**src/rtl/decode_stage.sv**
```systemverilog
// Registered, handshaked decode stage for the Jac1-8 core: decodes one fetch word per cycle,
// stalls on register/status read-after-write hazards, resolves branches and discards wrong-path fetches.
module decode_stage #(
  parameter int PROGRAM_DataWidth = 16,
  parameter int NumOpCodeBits     = 5,
  parameter int SEL_WIDTH         = 2,
  parameter int OP1_BIT_POS       = 9,
  parameter int OP2_BIT_POS       = 4,
  parameter int ParamBits         = 8,
  parameter int NumStatusBits     = 6,
  parameter int FLUSH_CYCLES      = 2
) (
  input  logic                         clk,
  input  logic                         rst_n,
  input  logic                         i_in_valid,
  output logic                         o_in_ready,
  input  logic [PROGRAM_DataWidth-1:0] i_instruction,
  input  logic [NumStatusBits-1:0]     i_status,
  input  logic                         i_wb_valid,
  input  logic [SEL_WIDTH-1:0]         i_wb_sel,
  input  logic                         i_stat_wb,
  output logic                         o_out_valid,
  input  logic                         i_out_ready,
  output logic [NumOpCodeBits-1:0]     o_opcode,
  output logic [ParamBits-1:0]         o_param,
  output logic [ParamBits-1:0]         o_literal_adr,
  output logic                         o_rd_en1,
  output logic                         o_rd_en2,
  output logic                         o_wr_en,
  output logic                         o_stat_wr_en,
  output logic                         o_sel_reg_in_alu_decoder,
  output logic                         o_cnt_wr_en,
  output logic                         o_add_offset,
  output logic [SEL_WIDTH-1:0]         o_rd_sel1,
  output logic [SEL_WIDTH-1:0]         o_rd_sel2,
  output logic [SEL_WIDTH-1:0]         o_wr_sel,
  output logic                         o_illegal
);

  localparam int NUM_REGS = 2 ** SEL_WIDTH;
  localparam int CNT_W    = $clog2(FLUSH_CYCLES + 1);
  localparam int Z_BIT    = 2;
  localparam int EQ_BIT   = 3;
  localparam int ST_BIT   = 4;
  localparam int GT_BIT   = 5;

  localparam logic [NumOpCodeBits-1:0] OP_NOP  = NumOpCodeBits'(5'h00);
  localparam logic [NumOpCodeBits-1:0] OP_ADD  = NumOpCodeBits'(5'h01);
  localparam logic [NumOpCodeBits-1:0] OP_SUB  = NumOpCodeBits'(5'h02);
  localparam logic [NumOpCodeBits-1:0] OP_AND  = NumOpCodeBits'(5'h03);
  localparam logic [NumOpCodeBits-1:0] OP_OR   = NumOpCodeBits'(5'h04);
  localparam logic [NumOpCodeBits-1:0] OP_XOR  = NumOpCodeBits'(5'h05);
  localparam logic [NumOpCodeBits-1:0] OP_NOT  = NumOpCodeBits'(5'h06);
  localparam logic [NumOpCodeBits-1:0] OP_SHL  = NumOpCodeBits'(5'h07);
  localparam logic [NumOpCodeBits-1:0] OP_SHR  = NumOpCodeBits'(5'h08);
  localparam logic [NumOpCodeBits-1:0] OP_VAL  = NumOpCodeBits'(5'h09);
  localparam logic [NumOpCodeBits-1:0] OP_GOTO = NumOpCodeBits'(5'h10);
  localparam logic [NumOpCodeBits-1:0] OP_IFZ  = NumOpCodeBits'(5'h11);
  localparam logic [NumOpCodeBits-1:0] OP_IFNZ = NumOpCodeBits'(5'h12);
  localparam logic [NumOpCodeBits-1:0] OP_IFEQ = NumOpCodeBits'(5'h13);
  localparam logic [NumOpCodeBits-1:0] OP_IFST = NumOpCodeBits'(5'h14);
  localparam logic [NumOpCodeBits-1:0] OP_IFGT = NumOpCodeBits'(5'h15);

  typedef enum logic [1:0] {S_RUN, S_HAZARD, S_FLUSH} state_t;

  state_t                     r_state;
  logic [CNT_W-1:0]           r_cnt;
  logic [NUM_REGS-1:0]        r_sb;
  logic                       r_stat_pend;

  logic [NumOpCodeBits-1:0]   w_op;
  logic [SEL_WIDTH-1:0]       w_op1;
  logic [SEL_WIDTH-1:0]       w_op2;
  logic [ParamBits-1:0]       w_param;
  logic                       w_rd_en1, w_rd_en2, w_wr_en, w_stat_wr_en, w_sel;
  logic                       w_cnt_wr_en, w_add_offset, w_illegal, w_is_cond;
  logic [SEL_WIDTH-1:0]       w_rd_sel1, w_rd_sel2, w_wr_sel;
  logic                       w_hazard, w_in_ready, w_in_fire, w_out_fire, w_load;
  logic [NUM_REGS-1:0]        w_sb_set, w_sb_clr;
  logic                       w_unused;

  assign w_op     = i_instruction[PROGRAM_DataWidth-1 -: NumOpCodeBits];
  assign w_op1    = i_instruction[OP1_BIT_POS -: SEL_WIDTH];
  assign w_op2    = i_instruction[OP2_BIT_POS -: SEL_WIDTH];
  assign w_param  = i_instruction[ParamBits-1:0];
  assign w_unused = ^{i_instruction, i_status};

  always_comb begin
    w_rd_en1     = 1'b0;
    w_rd_en2     = 1'b0;
    w_wr_en      = 1'b0;
    w_stat_wr_en = 1'b0;
    w_sel        = 1'b0;
    w_cnt_wr_en  = 1'b0;
    w_add_offset = 1'b0;
    w_illegal    = 1'b0;
    w_is_cond    = 1'b0;
    w_rd_sel1    = '0;
    w_rd_sel2    = '0;
    w_wr_sel     = '0;
    case (w_op)
      OP_ADD, OP_SUB, OP_AND, OP_OR, OP_XOR: begin
        w_rd_en1 = 1'b1; w_rd_sel1 = w_op1;
        w_rd_en2 = 1'b1; w_rd_sel2 = w_op2;
        w_wr_en = 1'b1; w_wr_sel = w_op1; w_stat_wr_en = 1'b1; w_sel = 1'b1;
      end
      OP_NOT: begin
        w_rd_en2 = 1'b1; w_rd_sel2 = w_op2;
        w_wr_en = 1'b1; w_wr_sel = w_op1; w_stat_wr_en = 1'b1; w_sel = 1'b1;
      end
      OP_SHL, OP_SHR: begin
        w_rd_en1 = 1'b1; w_rd_sel1 = w_op1;
        w_wr_en = 1'b1; w_wr_sel = w_op1; w_stat_wr_en = 1'b1; w_sel = 1'b1;
      end
      OP_VAL: begin
        w_wr_en = 1'b1; w_wr_sel = w_op1;
      end
      OP_GOTO: w_cnt_wr_en = 1'b1;
      OP_IFZ: begin
        w_is_cond = 1'b1; w_cnt_wr_en = i_status[Z_BIT]; w_add_offset = i_status[Z_BIT];
      end
      OP_IFNZ: begin
        w_is_cond = 1'b1; w_cnt_wr_en = !i_status[Z_BIT]; w_add_offset = !i_status[Z_BIT];
      end
      OP_IFEQ: begin
        w_is_cond = 1'b1; w_cnt_wr_en = i_status[EQ_BIT]; w_add_offset = i_status[EQ_BIT];
      end
      OP_IFST: begin
        w_is_cond = 1'b1; w_cnt_wr_en = i_status[ST_BIT]; w_add_offset = i_status[ST_BIT];
      end
      OP_IFGT: begin
        w_is_cond = 1'b1; w_cnt_wr_en = i_status[GT_BIT]; w_add_offset = i_status[GT_BIT];
      end
      OP_NOP: ;
      default: w_illegal = 1'b1;
    endcase
  end

  // A valid output bundle has not reached the scoreboard yet, so its writes count as pending too.
  assign w_hazard =
      (w_rd_en1 & (r_sb[w_op1] | (o_out_valid & o_wr_en & (o_wr_sel == w_op1)))) |
      (w_rd_en2 & (r_sb[w_op2] | (o_out_valid & o_wr_en & (o_wr_sel == w_op2)))) |
      (w_is_cond & (r_stat_pend | (o_out_valid & o_stat_wr_en)));

  assign w_in_ready = (r_state == S_FLUSH) ||
                      ((r_state == S_RUN) && !w_hazard && (!o_out_valid || i_out_ready));
  assign o_in_ready = w_in_ready;
  assign w_in_fire  = i_in_valid & w_in_ready;
  assign w_out_fire = o_out_valid & i_out_ready;
  assign w_load     = w_in_fire & (r_state == S_RUN);

  assign w_sb_set = (w_out_fire && o_wr_en) ? (NUM_REGS'(1) << o_wr_sel) : '0;
  assign w_sb_clr = i_wb_valid ? (NUM_REGS'(1) << i_wb_sel) : '0;

  always_ff @(posedge clk or negedge rst_n) begin
    if (!rst_n) begin
      r_state <= S_RUN;
      r_cnt   <= '0;
    end else begin
      case (r_state)
        S_RUN, S_HAZARD: begin
          if (w_out_fire && o_cnt_wr_en) begin
            r_state <= S_FLUSH;
            r_cnt   <= CNT_W'(FLUSH_CYCLES);
          end else if (r_state == S_RUN && i_in_valid && w_hazard) begin
            r_state <= S_HAZARD;
          end else if (r_state == S_HAZARD && !w_hazard) begin
            r_state <= S_RUN;
          end
        end
        S_FLUSH: begin
          r_cnt <= r_cnt - CNT_W'(1);
          if (r_cnt == CNT_W'(1)) r_state <= S_RUN;
        end
        default: r_state <= S_RUN;
      endcase
    end
  end

  always_ff @(posedge clk or negedge rst_n) begin
    if (!rst_n) begin
      r_sb                     <= '0;
      r_stat_pend              <= 1'b0;
      o_out_valid              <= 1'b0;
      o_opcode                 <= '0;
      o_param                  <= '0;
      o_literal_adr            <= '0;
      o_rd_en1                 <= 1'b0;
      o_rd_en2                 <= 1'b0;
      o_wr_en                  <= 1'b0;
      o_stat_wr_en             <= 1'b0;
      o_sel_reg_in_alu_decoder <= 1'b0;
      o_cnt_wr_en              <= 1'b0;
      o_add_offset             <= 1'b0;
      o_rd_sel1                <= '0;
      o_rd_sel2                <= '0;
      o_wr_sel                 <= '0;
      o_illegal                <= 1'b0;
    end else begin
      r_sb        <= (r_sb & ~w_sb_clr) | w_sb_set;
      r_stat_pend <= (r_stat_pend & ~i_stat_wb) | (w_out_fire & o_stat_wr_en);
      o_illegal   <= 1'b0;
      if (w_load) begin
        o_out_valid              <= 1'b1;
        o_opcode                 <= w_op;
        o_param                  <= w_param;
        o_literal_adr            <= w_param;
        o_rd_en1                 <= w_rd_en1;
        o_rd_en2                 <= w_rd_en2;
        o_wr_en                  <= w_wr_en;
        o_stat_wr_en             <= w_stat_wr_en;
        o_sel_reg_in_alu_decoder <= w_sel;
        o_cnt_wr_en              <= w_cnt_wr_en;
        o_add_offset             <= w_add_offset;
        o_rd_sel1                <= w_rd_sel1;
        o_rd_sel2                <= w_rd_sel2;
        o_wr_sel                 <= w_wr_sel;
        o_illegal                <= w_illegal;
      end else if (w_out_fire) begin
        o_out_valid <= 1'b0;
      end
    end
  end

endmodule

```
**config.mk**
```make
export PLATFORM = sky130hd
export DESIGN_NAME = decode_stage
export DESIGN_NICKNAME = d
export VERILOG_FILES = /design/src/rtl/decode_stage.sv
export SDC_FILE = /design/constraint.sdc
export NUM_CORES = 1
export LEC_CHECK = 0
export ABC_AREA = 1
export CAP_MARGIN = 25
export CORE_AREA = 10 10 77 79
export CTS_BUF_LIST = sky130_fd_sc_hd__clkbuf_8 sky130_fd_sc_hd__clkbuf_16
export CTS_CLUSTER_DIAMETER = 40
export DETAILED_ROUTE_END_ITERATION = 10
export DIE_AREA = 0 0 87 89
export GPL_TIMING_DRIVEN = 1
export HOLD_SLACK_MARGIN = 0.08
export PLACE_DENSITY = 0.9
export SETUP_SLACK_MARGIN = 0.15
export SYNTH_ARGS = -nofsm -noshare
export SYNTH_HDL_FRONTEND = slang
export SYNTH_SLANG_ARGS = --single-unit
```
**constraint.sdc**
```tcl
create_clock -name clk -period 3.3 [get_ports clk]
set_input_delay 0.66 -clock clk [delete_from_list [all_inputs] [get_ports clk]]
set_output_delay 0.66 -clock clk [all_outputs]
set_load 0.05 [all_outputs]
```
==> impl_metrics.toml <==
[sta]
rsz0062_at_grt = "false"
min_period_ps = 2980
worst_slew_pin_slew_ps = 788
final_max_slew_viol_count = 0
hold_viol_final = 0
clock.fmax_mhz = 335
clock_skew_ps = 8.37
tns_ps = 0
setup_viol = 0
relSlewSlack = 0.474
period_share = 0.904

[placed_design]
dpl.hpwl_um = 4270
placed_area_um2 = 2800
place_congestion = 0.873
io_buffers = 63

[global_route]
antenna_found_initial = 0
grt_pass1_wl_um = 9370
grt-ovfl-total = 0
grt_max_degree = 37
grt_pass1_vias = 2151
grtUsageTotal = 0.149

[synth]
synth_top_area_frac = 0.409
ys.flop_type = "dfrtp_1"
yosys.area.top_type = "dfrtp_1"
syn_nets = 318
synth_commonest_cells = "nand2_1, dfrtp_1, nand4_1"
async_flop_share = 1.00
ys_ff_latch = 36
syn-instance-count = 287
synth_area_leaders = "dfrtp_1, nand2_1, nand4_1"
synth_edf_count = 0
yosysWarnings = 0
syn_area_per_cell_um2 = 7.68
syn_area_um2 = 2200
yosysSeqAreaShare = 0.409
yosysMostFrequentCell = "nand2_1"
ys_types = 30

[clocking]
htreeDepth = 2
cts_buffer_depth = 2
cts_inserted_buffers = 5
post-cts-setup-buffers = 0
cts.sinks = 36
cts_tree = "built"
clk_latency_ps = 290
root_buffer = "clkbuf_8"
path_clk_slew_ps = 70

[floorplan]
core_area_um2 = 4540
die_w_um = 87
rows = 25
die-area_um2 = 7740
initial_core_util = 0.486
die_h_um = 89
ios = 67

[worst_setup_path]
required_ps = 2640
worstPathMaxFanout = 6
regToRegStartpoint = "o_wr_sel[1]$_DFFE_PN0P_"
worstReg2RegEnd = "o_rd_sel2[1]$_DFFE_PN0P_"
worst_r2r_path_depth = 9
critPathLaunchType = "primary input"
endpoint_kind = "output pin"
r2r_slack_ps = 1340
arrival_ps = 2320
path_class = "in2out"

[cells_and_area]
synthToLayoutAreaGrowth_pct = 31.6
final_area_um2 = 2900
nets = 374
drive_gt1_frac = 0.131
fillers = 370
antenna_cells = 0

[drt]
dr.pass1.iters = 4
via_per_inst = 5.36
drc = 0
dr_total_vias = 2127
wl_per_cell_um = 14.7
drtIter0Drc = 182
ant_nets = 0
drt_wl_total_um = 5820

[power]
p_leak_nw = 1.47
powerDensity_nw_per_um2 = 957
total_power_w = 0.00277
peakVddDrop_uv = 647

[run]
drv_cap = 0

[run_status]
outcome = "completed"

[worst_hold_path]
worstHoldPathType = "in2async"
-- through the flow --
stage          cells   util  setup slack, ps  hold WS (ps)
5_1_grt          397  0.639              160           507
4_1_cts          397  0.635              173           474
3_3_place_gp     390  0.618              210           453
3_5_place_dp     390  0.618              176           459
6_report         397  0.639              318           451
2_1_floorplan    287      -              384           364
-- power by group --
| part | leakage [nW] | switching (W) | internal, W | total (W) |
|---|---|---|---|---|
| logic | 0.964 | 0.00116 | 0.000548 | 0.00171 |
| registers | 0.463 | 0.000158 | 0.000618 | 0.000777 |
| clock network | 0.0452 | 0.000151 | 0.000140 | 0.000292 |
| total | 1.47 | 0.00147 | 0.00131 | 0.00277 |
-- cells in the final DEF (no fill, tap or decap), drive strengths merged, types with 4 or more instances in the layout --
cell,synthesis,routed
a21oi,5,5
a32o,4,4
buf,14,6
clkbuf,4,5
clkdlybuf4s50,0,56
dfrtp,36,36
dlymetal6s2s,0,5
inv,30,31
nand2,96,96
nand3,29,29
nand4,28,28
nor2,28,28
o21ai,5,5
-- sequential cells by signal, indices dropped and copies added, names as in the netlist --
name and count:
o_add_offset 1, o_cnt_wr_en 1, o_illegal 1, o_literal_adr 8
o_opcode 5, o_out_valid 1, o_rd_en1 1, o_rd_en2 1
o_rd_sel1 2, o_rd_sel2 2, o_sel_reg_in_alu_decoder 1, o_wr_en 1
o_wr_sel 2, r_cnt 2, r_sb 4, r_stat_pend 1
r_state 2
-- worst max-delay path, stage by stage --
cell and delay [ps]:
clkdlybuf4s50_1 590, inv_2 70, or2_0 200, nand2_1 60, nand2_1 60, nor2_1 130
nor2_2 70, nor2_4 100, nand2_1 70, o21ai_2 160, buf_12 160
-- per-layer routing --
layer / track usage / vias up / wire, um
li1: - / 1043 / -
met1: 0.156 / 985 / 2340
met2: 0.258 / 84 / 2840
met3: 0.0538 / 15 / 513
met4: 0.0707 / 0 / 123
met5: 0 / - / 0
-- area by class of cell --
class / count / area [um^2] / area share
multi-input combinational: 202 / 1060 / 0.365
clock inverter: 2 / 8.76 / 0.00302
tap: 54 / 67.6 / 0.0233
clock buffer: 5 / 68.8 / 0.0237
sequential: 36 / 901 / 0.311
inverter: 31 / 119 / 0.0410
timing repair buffer: 67 / 678 / 0.234
-- worst max path at each step --
stage                            startpoint          to  slack, ps
after floorplan           i_instruction[15]  o_in_ready        380
after global placement    i_instruction[12]  o_in_ready        210
after detailed placement  i_instruction[12]  o_in_ready        180
after CTS                 i_instruction[12]  o_in_ready        170
after global routing      i_instruction[15]  o_in_ready        160
final                      i_instruction[9]  o_in_ready        320
-- cell families (layout without fill, tap and decap cells) --
kind of cell             Yosys count  count (layout)  share of synthesized area
buffers and inverters             49             105                      0.115
XOR/XNOR                           1               1                    0.00398
adder cells (fa/ha/maj)            1               1                    0.00568
AO/OA/AOI/OAI                     16              16                     0.0551
AND/OR/NAND/NOR                  184             184                      0.411
flip-flops                        36              36                      0.409
-- timing repair --
item,CTS,global route
resized for setup,0,7
hold buffers,0,0
endpoints found under the setup margin,0,1
No activity file was read; power rests on OpenSTA's default activity.
